File: config.mk
export PLATFORM = sky130hd
export DESIGN_NAME = decode_stage
export DESIGN_NICKNAME = d
export VERILOG_FILES = /design/src/rtl/decode_pkg.sv /design/src/rtl/decode_logic.sv /design/src/rtl/decode_stage.sv
export SDC_FILE = /design/constraint.sdc
export NUM_CORES = 1
export LEC_CHECK = 0
export BUFFER_PORTS_ARGS = -buffer_cell sky130_fd_sc_hd__buf_2
export CAP_MARGIN = 20
export CORE_ASPECT_RATIO = 1.2
export CORE_UTILIZATION = 40
export DETAILED_ROUTE_END_ITERATION = 6
export PLACE_DENSITY = 0.58
export SYNTH_ARGS = -nofsm -noshare
export SYNTH_HDL_FRONTEND = slang
export SYNTH_SLANG_ARGS = --single-unit
File: constraint.sdc
create_clock -name clk -period 7.8 [get_ports clk]
set_clock_uncertainty 0.15 [all_clocks]
set_input_delay 1.56 -clock clk [delete_from_list [all_inputs] [get_ports clk]]
set_output_delay 1.56 -clock clk [all_outputs]
set_load 0.03 [all_outputs]
File: src/rtl/decode_pkg.sv
// Shared RV32I decode definitions: opcodes, funct fields, ALU op codes and the
// control bundle carried from the decoder through the output buffer.
package decode_pkg;

  localparam logic [6:0] OP_LUI    = 7'b0110111;
  localparam logic [6:0] OP_AUIPC  = 7'b0010111;
  localparam logic [6:0] OP_JAL    = 7'b1101111;
  localparam logic [6:0] OP_JALR   = 7'b1100111;
  localparam logic [6:0] OP_BRANCH = 7'b1100011;
  localparam logic [6:0] OP_LOAD   = 7'b0000011;
  localparam logic [6:0] OP_STORE  = 7'b0100011;
  localparam logic [6:0] OP_IMM    = 7'b0010011;
  localparam logic [6:0] OP_REG    = 7'b0110011;

  localparam logic [6:0] F7_BASE   = 7'h00;
  localparam logic [6:0] F7_ALT    = 7'h20;
  localparam logic [6:0] F7_MULDIV = 7'h01;

  localparam logic [2:0] F3_ADD  = 3'b000;
  localparam logic [2:0] F3_SLL  = 3'b001;
  localparam logic [2:0] F3_SLT  = 3'b010;
  localparam logic [2:0] F3_SLTU = 3'b011;
  localparam logic [2:0] F3_XOR  = 3'b100;
  localparam logic [2:0] F3_SR   = 3'b101;
  localparam logic [2:0] F3_OR   = 3'b110;
  localparam logic [2:0] F3_AND  = 3'b111;

  localparam logic [7:0] ALU_NOP  = 8'h00;
  localparam logic [7:0] ALU_ADD  = 8'h01;
  localparam logic [7:0] ALU_SUB  = 8'h02;
  localparam logic [7:0] ALU_SLL  = 8'h03;
  localparam logic [7:0] ALU_SLT  = 8'h04;
  localparam logic [7:0] ALU_SLTU = 8'h05;
  localparam logic [7:0] ALU_XOR  = 8'h06;
  localparam logic [7:0] ALU_SRL  = 8'h07;
  localparam logic [7:0] ALU_SRA  = 8'h08;
  localparam logic [7:0] ALU_OR   = 8'h09;
  localparam logic [7:0] ALU_AND  = 8'h0a;
  // M-extension codes are contiguous: mul + funct3.
  localparam logic [7:0] ALU_MUL  = 8'h0b;

  // Immediates are formed at instruction width, then sign-extended to XLEN.
  localparam int RAW_IMM_W = 32;

  typedef struct packed {
    logic [4:0] ra1;
    logic [4:0] ra2;
    logic [4:0] wa;
    logic [7:0] aluop;
    logic       re1;
    logic       re2;
    logic       we;
    logic       pce;
    logic       imme;
    logic       jmpe;
    logic       be;
    logic       doe;
    logic       mwe;
    logic [2:0] bop;
    logic [2:0] dmop;
    logic       illegal;
  } decode_ctrl_t;

  function automatic logic [7:0] alu_from_f3(input logic [2:0] f3, input logic alt);
    case (f3)
      F3_ADD:  return alt ? ALU_SUB : ALU_ADD;
      F3_SLL:  return ALU_SLL;
      F3_SLT:  return ALU_SLT;
      F3_SLTU: return ALU_SLTU;
      F3_XOR:  return ALU_XOR;
      F3_SR:   return alt ? ALU_SRA : ALU_SRL;
      F3_OR:   return ALU_OR;
      default: return ALU_AND;
    endcase
  endfunction

endpackage

File: src/rtl/decode_logic.sv
// Combinational RV32I(+M) decoder: raw instruction word to control bundle and
// sign-extended immediate. Anything undecodable becomes an all-zero illegal bundle.
module decode_logic
  import decode_pkg::*;
#(
  parameter int XLEN     = 32,
  parameter int ENABLE_M = 0
) (
  input  logic [31:0]     instr_i,
  output decode_ctrl_t    ctrl_o,
  output logic [XLEN-1:0] imm_o
);

  logic [6:0] opcode;
  logic [6:0] funct7;
  logic [2:0] funct3;
  logic [4:0] rs1, rs2, rd;
  logic [RAW_IMM_W-1:0] imm_i, imm_s, imm_b, imm_u, imm_j, shamt;

  assign opcode = instr_i[6:0];
  assign rd     = instr_i[11:7];
  assign funct3 = instr_i[14:12];
  assign rs1    = instr_i[19:15];
  assign rs2    = instr_i[24:20];
  assign funct7 = instr_i[31:25];

  assign imm_i = {{20{instr_i[31]}}, instr_i[31:20]};
  assign imm_s = {{20{instr_i[31]}}, instr_i[31:25], instr_i[11:7]};
  assign imm_b = {{19{instr_i[31]}}, instr_i[31], instr_i[7], instr_i[30:25], instr_i[11:8], 1'b0};
  assign imm_u = {instr_i[31:12], 12'b0};
  assign imm_j = {{11{instr_i[31]}}, instr_i[31], instr_i[19:12], instr_i[20], instr_i[30:21], 1'b0};
  assign shamt = {27'b0, instr_i[24:20]};

  decode_ctrl_t         ctrl;
  logic [RAW_IMM_W-1:0] imm_raw;
  logic                 legal;

  always_comb begin
    ctrl    = '0;
    imm_raw = '0;
    legal   = 1'b0;
    if (instr_i[1:0] == 2'b11) begin
      case (opcode)
        OP_REG: begin
          ctrl.re1 = 1'b1; ctrl.re2 = 1'b1; ctrl.we = 1'b1;
          ctrl.ra1 = rs1;  ctrl.ra2 = rs2;  ctrl.wa = rd;
          if (funct7 == F7_BASE) begin
            legal      = 1'b1;
            ctrl.aluop = alu_from_f3(funct3, 1'b0);
          end else if (funct7 == F7_ALT && (funct3 == F3_ADD || funct3 == F3_SR)) begin
            legal      = 1'b1;
            ctrl.aluop = alu_from_f3(funct3, 1'b1);
          end else if (funct7 == F7_MULDIV && ENABLE_M != 0) begin
            legal      = 1'b1;
            ctrl.aluop = ALU_MUL + 8'(funct3);
          end
        end
        OP_IMM: begin
          ctrl.re1 = 1'b1; ctrl.we = 1'b1; ctrl.imme = 1'b1;
          ctrl.ra1 = rs1;  ctrl.wa = rd;
          ctrl.aluop = alu_from_f3(funct3, funct7 == F7_ALT);
          case (funct3)
            F3_SLL: begin legal = (funct7 == F7_BASE); imm_raw = shamt; end
            F3_SR: begin
              legal   = (funct7 == F7_BASE) || (funct7 == F7_ALT);
              imm_raw = shamt;
            end
            default: begin
              legal      = 1'b1;
              imm_raw    = imm_i;
              ctrl.aluop = alu_from_f3(funct3, 1'b0);
            end
          endcase
        end
        OP_LUI: begin
          // Executed as x0 + imm so the ALU path is shared with AUIPC.
          legal = 1'b1; ctrl.re1 = 1'b1; ctrl.we = 1'b1; ctrl.imme = 1'b1;
          ctrl.wa = rd; ctrl.aluop = ALU_ADD; imm_raw = imm_u;
        end
        OP_AUIPC: begin
          legal = 1'b1; ctrl.pce = 1'b1; ctrl.we = 1'b1; ctrl.imme = 1'b1;
          ctrl.wa = rd; ctrl.aluop = ALU_ADD; imm_raw = imm_u;
        end
        OP_JAL: begin
          legal = 1'b1; ctrl.pce = 1'b1; ctrl.jmpe = 1'b1; ctrl.imme = 1'b1;
          ctrl.we = 1'b1; ctrl.wa = rd; ctrl.aluop = ALU_ADD; imm_raw = imm_j;
        end
        OP_JALR: begin
          legal = (funct3 == 3'b000); ctrl.re1 = 1'b1; ctrl.ra1 = rs1;
          ctrl.jmpe = 1'b1; ctrl.imme = 1'b1; ctrl.we = 1'b1; ctrl.wa = rd;
          ctrl.aluop = ALU_ADD; imm_raw = imm_i;
        end
        OP_BRANCH: begin
          legal = (funct3 != 3'b010) && (funct3 != 3'b011);
          ctrl.re1 = 1'b1; ctrl.re2 = 1'b1; ctrl.ra1 = rs1; ctrl.ra2 = rs2;
          ctrl.be = 1'b1; ctrl.bop = funct3; ctrl.pce = 1'b1; ctrl.imme = 1'b1;
          ctrl.aluop = ALU_ADD; imm_raw = imm_b;
        end
        OP_LOAD: begin
          legal = (funct3 != 3'b011) && (funct3 != 3'b110) && (funct3 != 3'b111);
          ctrl.re1 = 1'b1; ctrl.ra1 = rs1; ctrl.we = 1'b1; ctrl.wa = rd;
          ctrl.doe = 1'b1; ctrl.dmop = funct3; ctrl.imme = 1'b1;
          ctrl.aluop = ALU_ADD; imm_raw = imm_i;
        end
        OP_STORE: begin
          legal = (funct3 <= 3'b010);
          ctrl.re1 = 1'b1; ctrl.re2 = 1'b1; ctrl.ra1 = rs1; ctrl.ra2 = rs2;
          ctrl.mwe = 1'b1; ctrl.dmop = funct3; ctrl.imme = 1'b1;
          ctrl.aluop = ALU_ADD; imm_raw = imm_s;
        end
        default: ;
      endcase
    end
    if (!legal) begin
      ctrl         = '0;
      ctrl.illegal = 1'b1;
      imm_raw      = '0;
    end
  end

  assign ctrl_o = ctrl;
  assign imm_o  = XLEN'($signed(imm_raw));

endmodule

File: src/rtl/decode_stage.sv
// Registered decode stage: decodes on entry and holds up to DEPTH bundles in a
// small FIFO so in_ready depends only on registered occupancy.
module decode_stage
  import decode_pkg::*;
#(
  parameter int XLEN     = 32,
  parameter int ENABLE_M = 0,
  parameter int DEPTH    = 2
) (
  input  logic            clk,
  input  logic            rst,
  input  logic            flush,
  input  logic            in_valid,
  output logic            in_ready,
  input  logic [31:0]     in_instr,
  input  logic [XLEN-1:0] in_pc,
  output logic            out_valid,
  input  logic            out_ready,
  output logic [XLEN-1:0] out_pc,
  output logic [4:0]      out_ra1,
  output logic [4:0]      out_ra2,
  output logic [4:0]      out_wa,
  output logic [XLEN-1:0] out_imm,
  output logic [7:0]      out_aluop,
  output logic            out_re1,
  output logic            out_re2,
  output logic            out_we,
  output logic            out_pce,
  output logic            out_imme,
  output logic            out_jmpe,
  output logic            out_be,
  output logic            out_doe,
  output logic            out_mwe,
  output logic [2:0]      out_bop,
  output logic [2:0]      out_dmop,
  output logic            out_illegal
);

  typedef struct packed {
    logic [XLEN-1:0] pc;
    logic [XLEN-1:0] imm;
    decode_ctrl_t    ctrl;
  } entry_t;

  decode_ctrl_t    dec_ctrl;
  logic [XLEN-1:0] dec_imm;

  decode_logic #(
    .XLEN     (XLEN),
    .ENABLE_M (ENABLE_M)
  ) u_decode (
    .instr_i (in_instr),
    .ctrl_o  (dec_ctrl),
    .imm_o   (dec_imm)
  );

  entry_t     mem_q [DEPTH];
  entry_t     head;
  logic [1:0] count_q, count_d;
  logic       wr_ptr_q, wr_ptr_d, rd_ptr_q, rd_ptr_d;
  logic       push, pop;

  function automatic logic ptr_inc(input logic p);
    return (DEPTH > 1) ? ~p : 1'b0;
  endfunction

  assign in_ready  = !rst && (count_q < 2'(DEPTH));
  assign out_valid = (count_q != 2'd0);
  assign push      = in_valid && in_ready && !flush;
  assign pop       = out_valid && out_ready && !flush;

  always_comb begin
    wr_ptr_d = push ? ptr_inc(wr_ptr_q) : wr_ptr_q;
    rd_ptr_d = pop  ? ptr_inc(rd_ptr_q) : rd_ptr_q;
    count_d  = count_q;
    case ({push, pop})
      2'b10:   count_d = count_q + 2'd1;
      2'b01:   count_d = count_q - 2'd1;
      default: count_d = count_q;
    endcase
    if (flush) begin
      count_d  = 2'd0;
      wr_ptr_d = 1'b0;
      rd_ptr_d = 1'b0;
    end
  end

  always_ff @(posedge clk) begin
    if (rst) begin
      count_q  <= 2'd0;
      wr_ptr_q <= 1'b0;
      rd_ptr_q <= 1'b0;
    end else begin
      count_q  <= count_d;
      wr_ptr_q <= wr_ptr_d;
      rd_ptr_q <= rd_ptr_d;
    end
  end

  // Storage needs no reset: the output view below is masked while empty.
  always_ff @(posedge clk) begin
    if (push) mem_q[wr_ptr_q] <= '{pc: in_pc, imm: dec_imm, ctrl: dec_ctrl};
  end

  always_comb begin
    head = '0;
    if (out_valid) head = mem_q[rd_ptr_q];
  end

  assign out_pc      = head.pc;
  assign out_imm     = head.imm;
  assign out_ra1     = head.ctrl.ra1;
  assign out_ra2     = head.ctrl.ra2;
  assign out_wa      = head.ctrl.wa;
  assign out_aluop   = head.ctrl.aluop;
  assign out_re1     = head.ctrl.re1;
  assign out_re2     = head.ctrl.re2;
  assign out_we      = head.ctrl.we;
  assign out_pce     = head.ctrl.pce;
  assign out_imme    = head.ctrl.imme;
  assign out_jmpe    = head.ctrl.jmpe;
  assign out_be      = head.ctrl.be;
  assign out_doe     = head.ctrl.doe;
  assign out_mwe     = head.ctrl.mwe;
  assign out_bop     = head.ctrl.bop;
  assign out_dmop    = head.ctrl.dmop;
  assign out_illegal = head.ctrl.illegal;

endmodule

Word level (Yosys, flattened, before mapping)
Memories as Yosys holds them, arrays and structs flattened. A register that Yosys moved wholly into a read port is not among the register bits. Index checks and enable logic that the tools add are counted.

Add/subtract/negate cells: 2. $lt $le $gt $ge: 2. Equality and inequality tests: 23. Multiplexer cells: 40. Bitwise operators: 2. Reduce and logical (&&, ||, !) cells: 31.

Operators by type and width (count): 32-bit one-hot mux with 6 select lines (1); 103-bit two-way mux (1); 32-bit two-way mux (3); 4-bit one-hot mux with 7 select lines (2); 39-bit two-way mux (1); 38-bit two-way mux (1); 8-bit two-way mux (4); 7-bit by 6-bit == test with 1-bit output, second input constant (4); 8-bit one-hot mux with 3 select lines (1); 7-bit == test, second input constant (3); 7-bit OR reduction (3); 4-bit one-hot mux with 5 select lines (1); 1-bit two-way mux (16); 5-bit two-way mux (3); 7-bit by 5-bit == test with 1-bit output, second input constant (2); 2-bit OR reduction (6); 3-bit == test, second input constant (3); 1-bit logical AND (9); 3-bit OR reduction (3); 8-bit OR reduction (1); 7-bit by 2-bit == test with 1-bit output, second input constant (1); 7-bit zero test (1); 1-bit one-hot mux with 7 select lines (1); 3-bit by 2-bit == test with 1-bit output, second input constant (2); other kinds (19) (27).

Flip-flop bits (word level): 4. Memory bits (writable): 206. Input bits: 69. Output and inout port bits: 105. Memories kept: 1.

Memory list: mem_q (words 2, width 103, rd ports 1, clocked after Yosys merged registers in 1, write ports 1, line decode_stage.sv:57) `entry_t mem_q [DEPTH];`.

Longest topological paths before layout
Gate-level depths: netlist of run 1.

Word-level depth: 8. Mapped depth: 9. Gate-level depth less buffers: 9.

Modules after synthesis
A second synthesis of run 1 with hierarchy kept.

Cell total of the unflattened synthesis: 692. Area, all modules: 9321.4 um^2.

By module, submodules not included: decode_stage (times used 1, cells each 462, area each 7962.6 um^2); decode_logic (times used 1, cells each 230, area each 1358.8 um^2).

Least setup slack after synthesis of run 1
No wires, ideal clock.

Kind: input to register. Start point: input in_valid. End point: memory mem_q[0][0] (netlist bit) (enable). Setup time: 557 ps. Arrival: 5981 ps. Required time: 7093 ps. Setup slack: 1112 ps. Cell stages on the path: 3. Cell sequence: nor2b_1 nand2_1 nor2_1.

Word-level cells in the longest chain between the ends: 4.

RTL lines: from (decl) (line decode_stage.sv:13) `input logic in_valid,`; 1-bit logical AND (2 in series) (line decode_stage.sv:69) `assign push = in_valid && in_ready && !flush;`; 1-bit two-way mux (line decode_stage.sv:102) `if (push) mem_q[wr_ptr_q] <= '{pc: in_pc, imm: dec_imm, ctrl: dec_ctrl};`; 1-bit two-way mux (implied by the code) (line decode_stage.sv:102); to (decl) (line decode_stage.sv:57).

Every way passes these cells.

==> results of run 1 <==
## logic make-up (layout without fill, tap and decap cells)
family,Yosys count,in the layout
other cells,1,4
buf+inv,63,227
xor+xnor,7,7
fa+ha+maj,1,1
mux,99,99
flops,203,203
simple gates,218,218
compound gates,102,102
## area by class of cell
type | instances | area (µm²)
clock buffers | 29 | 628
clock inverters | 9 | 67.6
fillers | 2040 | 11500
inverters | 11 | 41.3
multi-input cells | 431 | 2800
flip-flops and latches | 203 | 6050
well taps | 279 | 349
repair buffers | 178 | 958
## cell usage after synthesis, types with 4 or more instances
cell	n
a211oi_1	4
a21boi_0	5
a21oi_1	24
a21oi_2	22
and2_1	5
and3_1	8
buf_2	25
buf_4	4
clkbuf_1	15
dfxtp_1	5
edfxtp_1	198
inv_1	11
mux2i_1	99
nand2_1	40
nand4_1	7
nor2_1	121
nor2b_1	11
nor3_1	9
o21ai_0	21
xnor2_1	5
## per-layer routing
metal  vias up  global-route usage  share of wire
met4         0              0.0502          0.018
met1      2878               0.232           0.45
met3        25              0.0260          0.046
li1       2849                   -              -
met5         -                   0              0
met2       158               0.295           0.49
## registers in the layout, summed over array words and instances (netlist names), named ones only
| register | flops |
|---|---|
| mem_q | 198 |
| count_q | 2 |
| rd_ptr_q | 1 |
| wr_ptr_q | 1 |
## final timing paths
check	cells after the start	to
worst max-delay path	4	out_aluop[0]
worst min-delay path	2	register
worst max register to register	3	mem_q[1][30]
worst min register to register	2	register
## power by group through the flow
stage	Combinational, mW	Clock (mW)	Sequential, mW
global placement	0.144	0	1.24
global route	0.158	1.05	1.22
detailed placement	0.145	0	1.24
finish	0.145	0.986	1.22
floorplan	0.0900	0	1.24
CTS	0.145	1.01	1.22
## critical path, stage by stage (launching register included)
cell	delay, ns
dfxtp_4	0.90
buf_4	0.87
mux2i_1	0.38
nor2_1	0.06
buf_2	0.20
==> key figures, run 1 <==
Outcome
  • Outcome: complete, no violations

Global route
  • First-pass GRT wire length: 31.8 mm
  • Pin count of the biggest net entering global routing: 69
  • GRT Total Usage: 0.174
  • Vias in the first global route: 5681
  • Grt ovf: 0
  • Initial antenna violation count: 0

Detailed routing
  • First-pass DRT Iterations: 4
  • Routed via count: 5910
  • DRT Wirelength: 20.5 mm
  • Post-DRT Antenna Nets: 0
  • Via density: 5.18
  • WL per Instance: 18.0 µm
  • DR iter-0 viols: 328
  • DR DRC count: 0

Floorplan
  • Ports: 174
  • Starting Density: 0.407
  • Placeable Area: 0.0224 mm²
  • Die W: 140 µm
  • Die Y: 167 µm
  • Total die area: 0.0234 mm²
  • FP Rows: 60

Synthesis
  • Largest family of logic cells by synthesized area: multiplexers
  • Ys flop type: edfxtp_1
  • Synth area leader: edfxtp_1
  • Async SR Flop Fraction: 0
  • Synth Register Bits: 203
  • Seq/Total Area, Yosys: 0.663
  • Synth cell types: 54
  • Mapped Area: 0.00911 mm²
  • Post-synth EDFFs: 198
  • Top-area cell type share of the netlist area: 0.652
  • Post-Synth Adder-Cell Area: 0.00137
  • Post-Synth XOR/XNOR Area: 0.00673
  • Cells after synthesis: 694
  • Post-synthesis mux area share: 0.109
  • Synth top area cells: edfxtp_1, mux2i_1, nor2_1, a21oi_2, nand2_1
  • Synthesized area per cell: 13.1 µm²
  • Complex-gate fraction of the synthesized area: 0.0771
  • Synth Warn #: 0
  • Simple-gate share of the synthesized area: 0.108

Critical path
  • Worst R2R Setup Slack: 5.26 ns
  • CP max FO: 53
  • Crit end category: output port
  • Crit path DAT: 2.99 ns
  • CP Launch Type: register
  • Critical path type: reg -> out
  • Crit path required time: 6.09 ns
  • FF-to-FF Start: count_q[1]

Power and ir drop
  • Lkg Pwr: 3.99 nW
  • Internal Power: 1.85 mW
  • Power Density: 215 mW/mm²
  • Combinational power share: 0.062
  • Switching share of power: 0.212
  • PnR Total Power: 2.35 mW
  • Switching pwr: 497 µW
  • Seq pwr share: 0.518
  • Clock share of power: 0.420
  • Maximum vdd drop: 0.166 mV

Place
  • IO Port Bufs: 169
  • DP Area: 0.0102 mm²
  • Cell total after placement: 1100
  • GPL Wtd Cong: 0.854
  • Pre-CTS setup slack: 3.45 ns
  • DP HPWL: 13.4 mm

Clocking
  • H-Tree Depth: 1
  • # hold bufs at CTS: 0
  • TritonCTS clock tree: built
  • Post-cts resize count: 0
  • Clk sinks: 203
  • Clk buf depth: 3
  • Later-pin clock latency in the skew report: 0.49 ns
  • CTS Buf Count: 22
  • Root Driver: clkbuf_16
  • Post-CTS setup buffers: 0
  • Clk slew on worst S/H paths: 0.06 ns

STA
  • Period minus WS final: 4.70 ns
  • Least-Margin Pin Slew: 0.980 ns
  • Fin. max-slew vios: 0
  • Setup slack after layout: 3.10 ns
  • Hold_ws: 0.406 ns
  • Setup violations, final: 0
  • Final Hold Fails: 0
  • Slew margin rel.: 0.330
  • Final period util: 0.603
  • RSZ-0062 raised after global routing: false
  • Highest clock rate: 0.213 GHz
  • Setup tns final: 0 ns

Finish
  • Cell area after layout: 0.0109 mm²
  • Commonest non-fill, non-tap cell in the layout: edfxtp_1
  • Fraction of layout cells with a size suffix above 1: 0.281
  • Total Nets Final: 917
  • Ant. Diodes: 0
  • Area grow syn2layout: 19.5%
  • Post-route insts no fill: 1140
  • Commonest cells after routing, fill and taps aside: edfxtp_1, buf_2, nor2_1
  • Layout Utilization: 0.487

Min path
  • Hold_sp: rd_ptr_q
  • Hold Path Class: reg -> reg

Job
  • Max_cap viols: 0
No activity file was read; power rests on OpenSTA's default activity.
==> run 2: changes to the inputs <==
- PLACE_DENSITY: 0.58 -> 0.6
- clock period: 7.8 -> 4.1 ns (I/O delays scaled with it)
==> run 2 against run 1 <==
Compared with the run above:
- final cell count increased by 0.70%
- non-clock buffer count up 6
- setup slack got worse by 2.2 ns
- critical endpoint is now out_imm[11]
==> key figures, run 2 (same netlist as run 1, synthesis figures left out) <==
Critical path
  • FF-to-FF Start: count_q[1] (unchanged)
  • Slowest CP cell: dfxtp_4 (unchanged)
  • Crit path DAT: 2.23 ns (was 2.99 ns)
  • CP Launch Type: register (unchanged)
  • Crit path required time: 3.13 ns (was 6.09 ns)
  • Crit-path cells: buf_12 -> mux2i_1 -> nor2_1 -> buf_2 (was buf_4 -> mux2i_1 -> nor2_1 -> buf_2)
  • Crit end category: output port (unchanged)
  • Worst Path Buf+Inv: 2 (unchanged)
  • Worst R2R Setup Slack: 1.76 ns (was 5.26 ns)
  • Critical path type: reg -> out (unchanged)
  • Cell family with most CP delay: flip-flops (was buffers and inverters)
  • Crit-path max cell delay: 0.78 ns (was 0.90 ns)
  • CP max FO: 35 (was 53)

Min path
  • Hold_sp: in_pc[7] (was rd_ptr_q)
  • Hold Path Class: in -> reg (was reg -> reg)

Floorplan
  • Starting Density: 0.407 (unchanged)
  • Total die area: 0.0234 mm² (unchanged)
  • Placeable Area: 0.0224 mm² (unchanged)
  • Die Y: 167 µm (unchanged)
  • FP Rows: 60 (unchanged)
  • Ports: 174 (unchanged)
  • Die W: 140 µm (unchanged)

Place
  • DP HPWL: 13.8 mm (was 13.4 mm)
  • DP Area: 0.0103 mm² (was 0.0102 mm²)
  • IO Port Bufs: 169 (unchanged)
  • GPL Wtd Cong: 0.842 (was 0.854)

Detailed routing
  • First-pass DRT Iterations: 5 (was 4)
  • WL per Instance: 18.2 µm (was 18.0 µm)
  • DR iter-0 viols: 305 (was 328)
  • Via density: 5.20 (was 5.18)
  • DRT Wirelength: 20.9 mm (was 20.5 mm)
  • Post-DRT Antenna Nets: 0 (unchanged)
  • DR DRC count: 0 (unchanged)
  • Routed via count: 5969 (was 5910)

Clocking
  • TritonCTS clock tree: built (unchanged)
  • Clk sinks: 203 (unchanged)
  • Clk slew on worst S/H paths: 0.06 ns (about the same)
  • Later-pin clock latency in the skew report: 0.49 ns (about the same)
  • Clk buf depth: 3 (unchanged)
  • CTS Buf Count: 22 (unchanged)
  • H-Tree Depth: 1 (unchanged)
  • Post-cts resize count: 0 (unchanged)
  • Root Driver: clkbuf_16 (unchanged)
  • Post-CTS setup buffers: 0 (unchanged)
  • # hold bufs at CTS: 0 (unchanged)

Finish
  • Largest Register: mem_q (unchanged)
  • Layout Utilization: 0.492 (was 0.487)
  • Commonest cells after routing, fill and taps aside: edfxtp_1, buf_2, nor2_1 (unchanged)
  • Fraction of layout cells with a size suffix above 1: 0.285 (was 0.281)
  • Max reg flops: 198 (unchanged)
  • Total Nets Final: 923 (was 917)
  • Commonest non-fill, non-tap cell in the layout: edfxtp_1 (unchanged)
  • Area grow syn2layout: 20.6% (was 19.5%)
  • Fillers: 2032 (was 2040)
  • Cell area after layout: 0.0110 mm² (was 0.0109 mm²)
  • Leading registers by flop count: mem_q x198, count_q x2 (unchanged)
  • Ant. Diodes: 0 (unchanged)

Global route
  • Vias in the first global route: 5640 (was 5681)
  • GRT Total Usage: 0.175 (was 0.174)
  • First-pass GRT wire length: 31.7 mm (was 31.8 mm)
  • Grt ovf: 0 (unchanged)
  • Grt met3 use: 0.0277 (was 0.0260)
  • Routing usage on met2: 0.299 (was 0.295)
  • Initial antenna violation count: 0 (unchanged)
  • Pin count of the biggest net entering global routing: 100 (was 69)
  • Met1 usage: 0.228 (was 0.232)
  • Most utilized layer in the global route result: met2 (unchanged)

STA
  • Slew margin rel.: 0.234 (was 0.330)
  • Fin. max-slew vios: 0 (unchanged)
  • RSZ-0062 raised after global routing: false (unchanged)
  • Setup violations, final: 0 (unchanged)
  • Setup tns final: 0 ns (unchanged)
  • Least-Margin Pin Slew: 1.15 ns (was 0.980 ns)
  • Final Hold Fails: 0 (unchanged)
  • Final period util: 0.780
  • Period minus WS final: 3.20 ns
  • Highest clock rate: 0.313 GHz

Power and ir drop
  • Lkg Pwr: 4.04 nW (was 3.99 nW)
  • Power Density: 417 mW/mm² (was 215 mW/mm²)
  • Maximum vdd drop: 0.281 mV (was 0.166 mV)

Job
  • Max_cap viols: 0 (unchanged)

Outcome
  • Outcome: complete, no violations (unchanged)
run 2: area by class of cell:
type / count / area, µm² / area share
flip-flops and latches: 203 / 6050 / 0.550
multi-input cells: 431 / 2800 / 0.255
repair buffers: 184 / 1020 / 0.0928
clock buffers: 33 / 623 / 0.0567
well taps: 279 / 349 / 0.0317
clock inverters: 7 / 113 / 0.0102
inverters: 11 / 41.3 / 0.00375
run 2: stage by stage:
stage	cells	setup WS, ns	total power, mW	hold WS (ns)
2_1_floorplan	697	0.0829	2.53	0.370
3_3_place_gp	1108	0.926	2.63	0.390
3_5_place_dp	1108	0.867	2.64	0.398
4_1_cts	1148	0.822	4.63	0.345
5_1_grt	1148	0.782	4.74	0.348
6_report	1148	0.902	4.58	0.362
run 2: worst paths after layout:
check                 endpoint  cells after the start
setup reg to reg    count_q[1]                      9
hold / removal    mem_q[1][78]                      1
setup / recovery   out_imm[11]                      4
hold reg to reg       rd_ptr_q                      2
run 2: where the power goes:
group	switching [mW]	internal (mW)	leakage [nW]
clock	0.754	1.24	0.357
combinational	0.192	0.0860	1.76
sequential	0.0106	2.30	1.93
total	0.957	3.63	4.04
run 2: worst register-to-register path, delay by kind of cell (launching register included):
kind / cells / cell delay, ns
xor gates and xnor gates: 1 / 0.13
adders and majority gates: 1 / 0.30
buffers and inverters: 2 / 0.54
DFF: 1 / 0.37
and+or+nand+nor: 5 / 0.74
run 2: metal layers:
metal / share of wire / vias up
met4: 0.025 / 0
met2: 0.49 / 177
met5: 0 / -
li1: - / 2865
met1: 0.43 / 2892
met3: 0.049 / 35
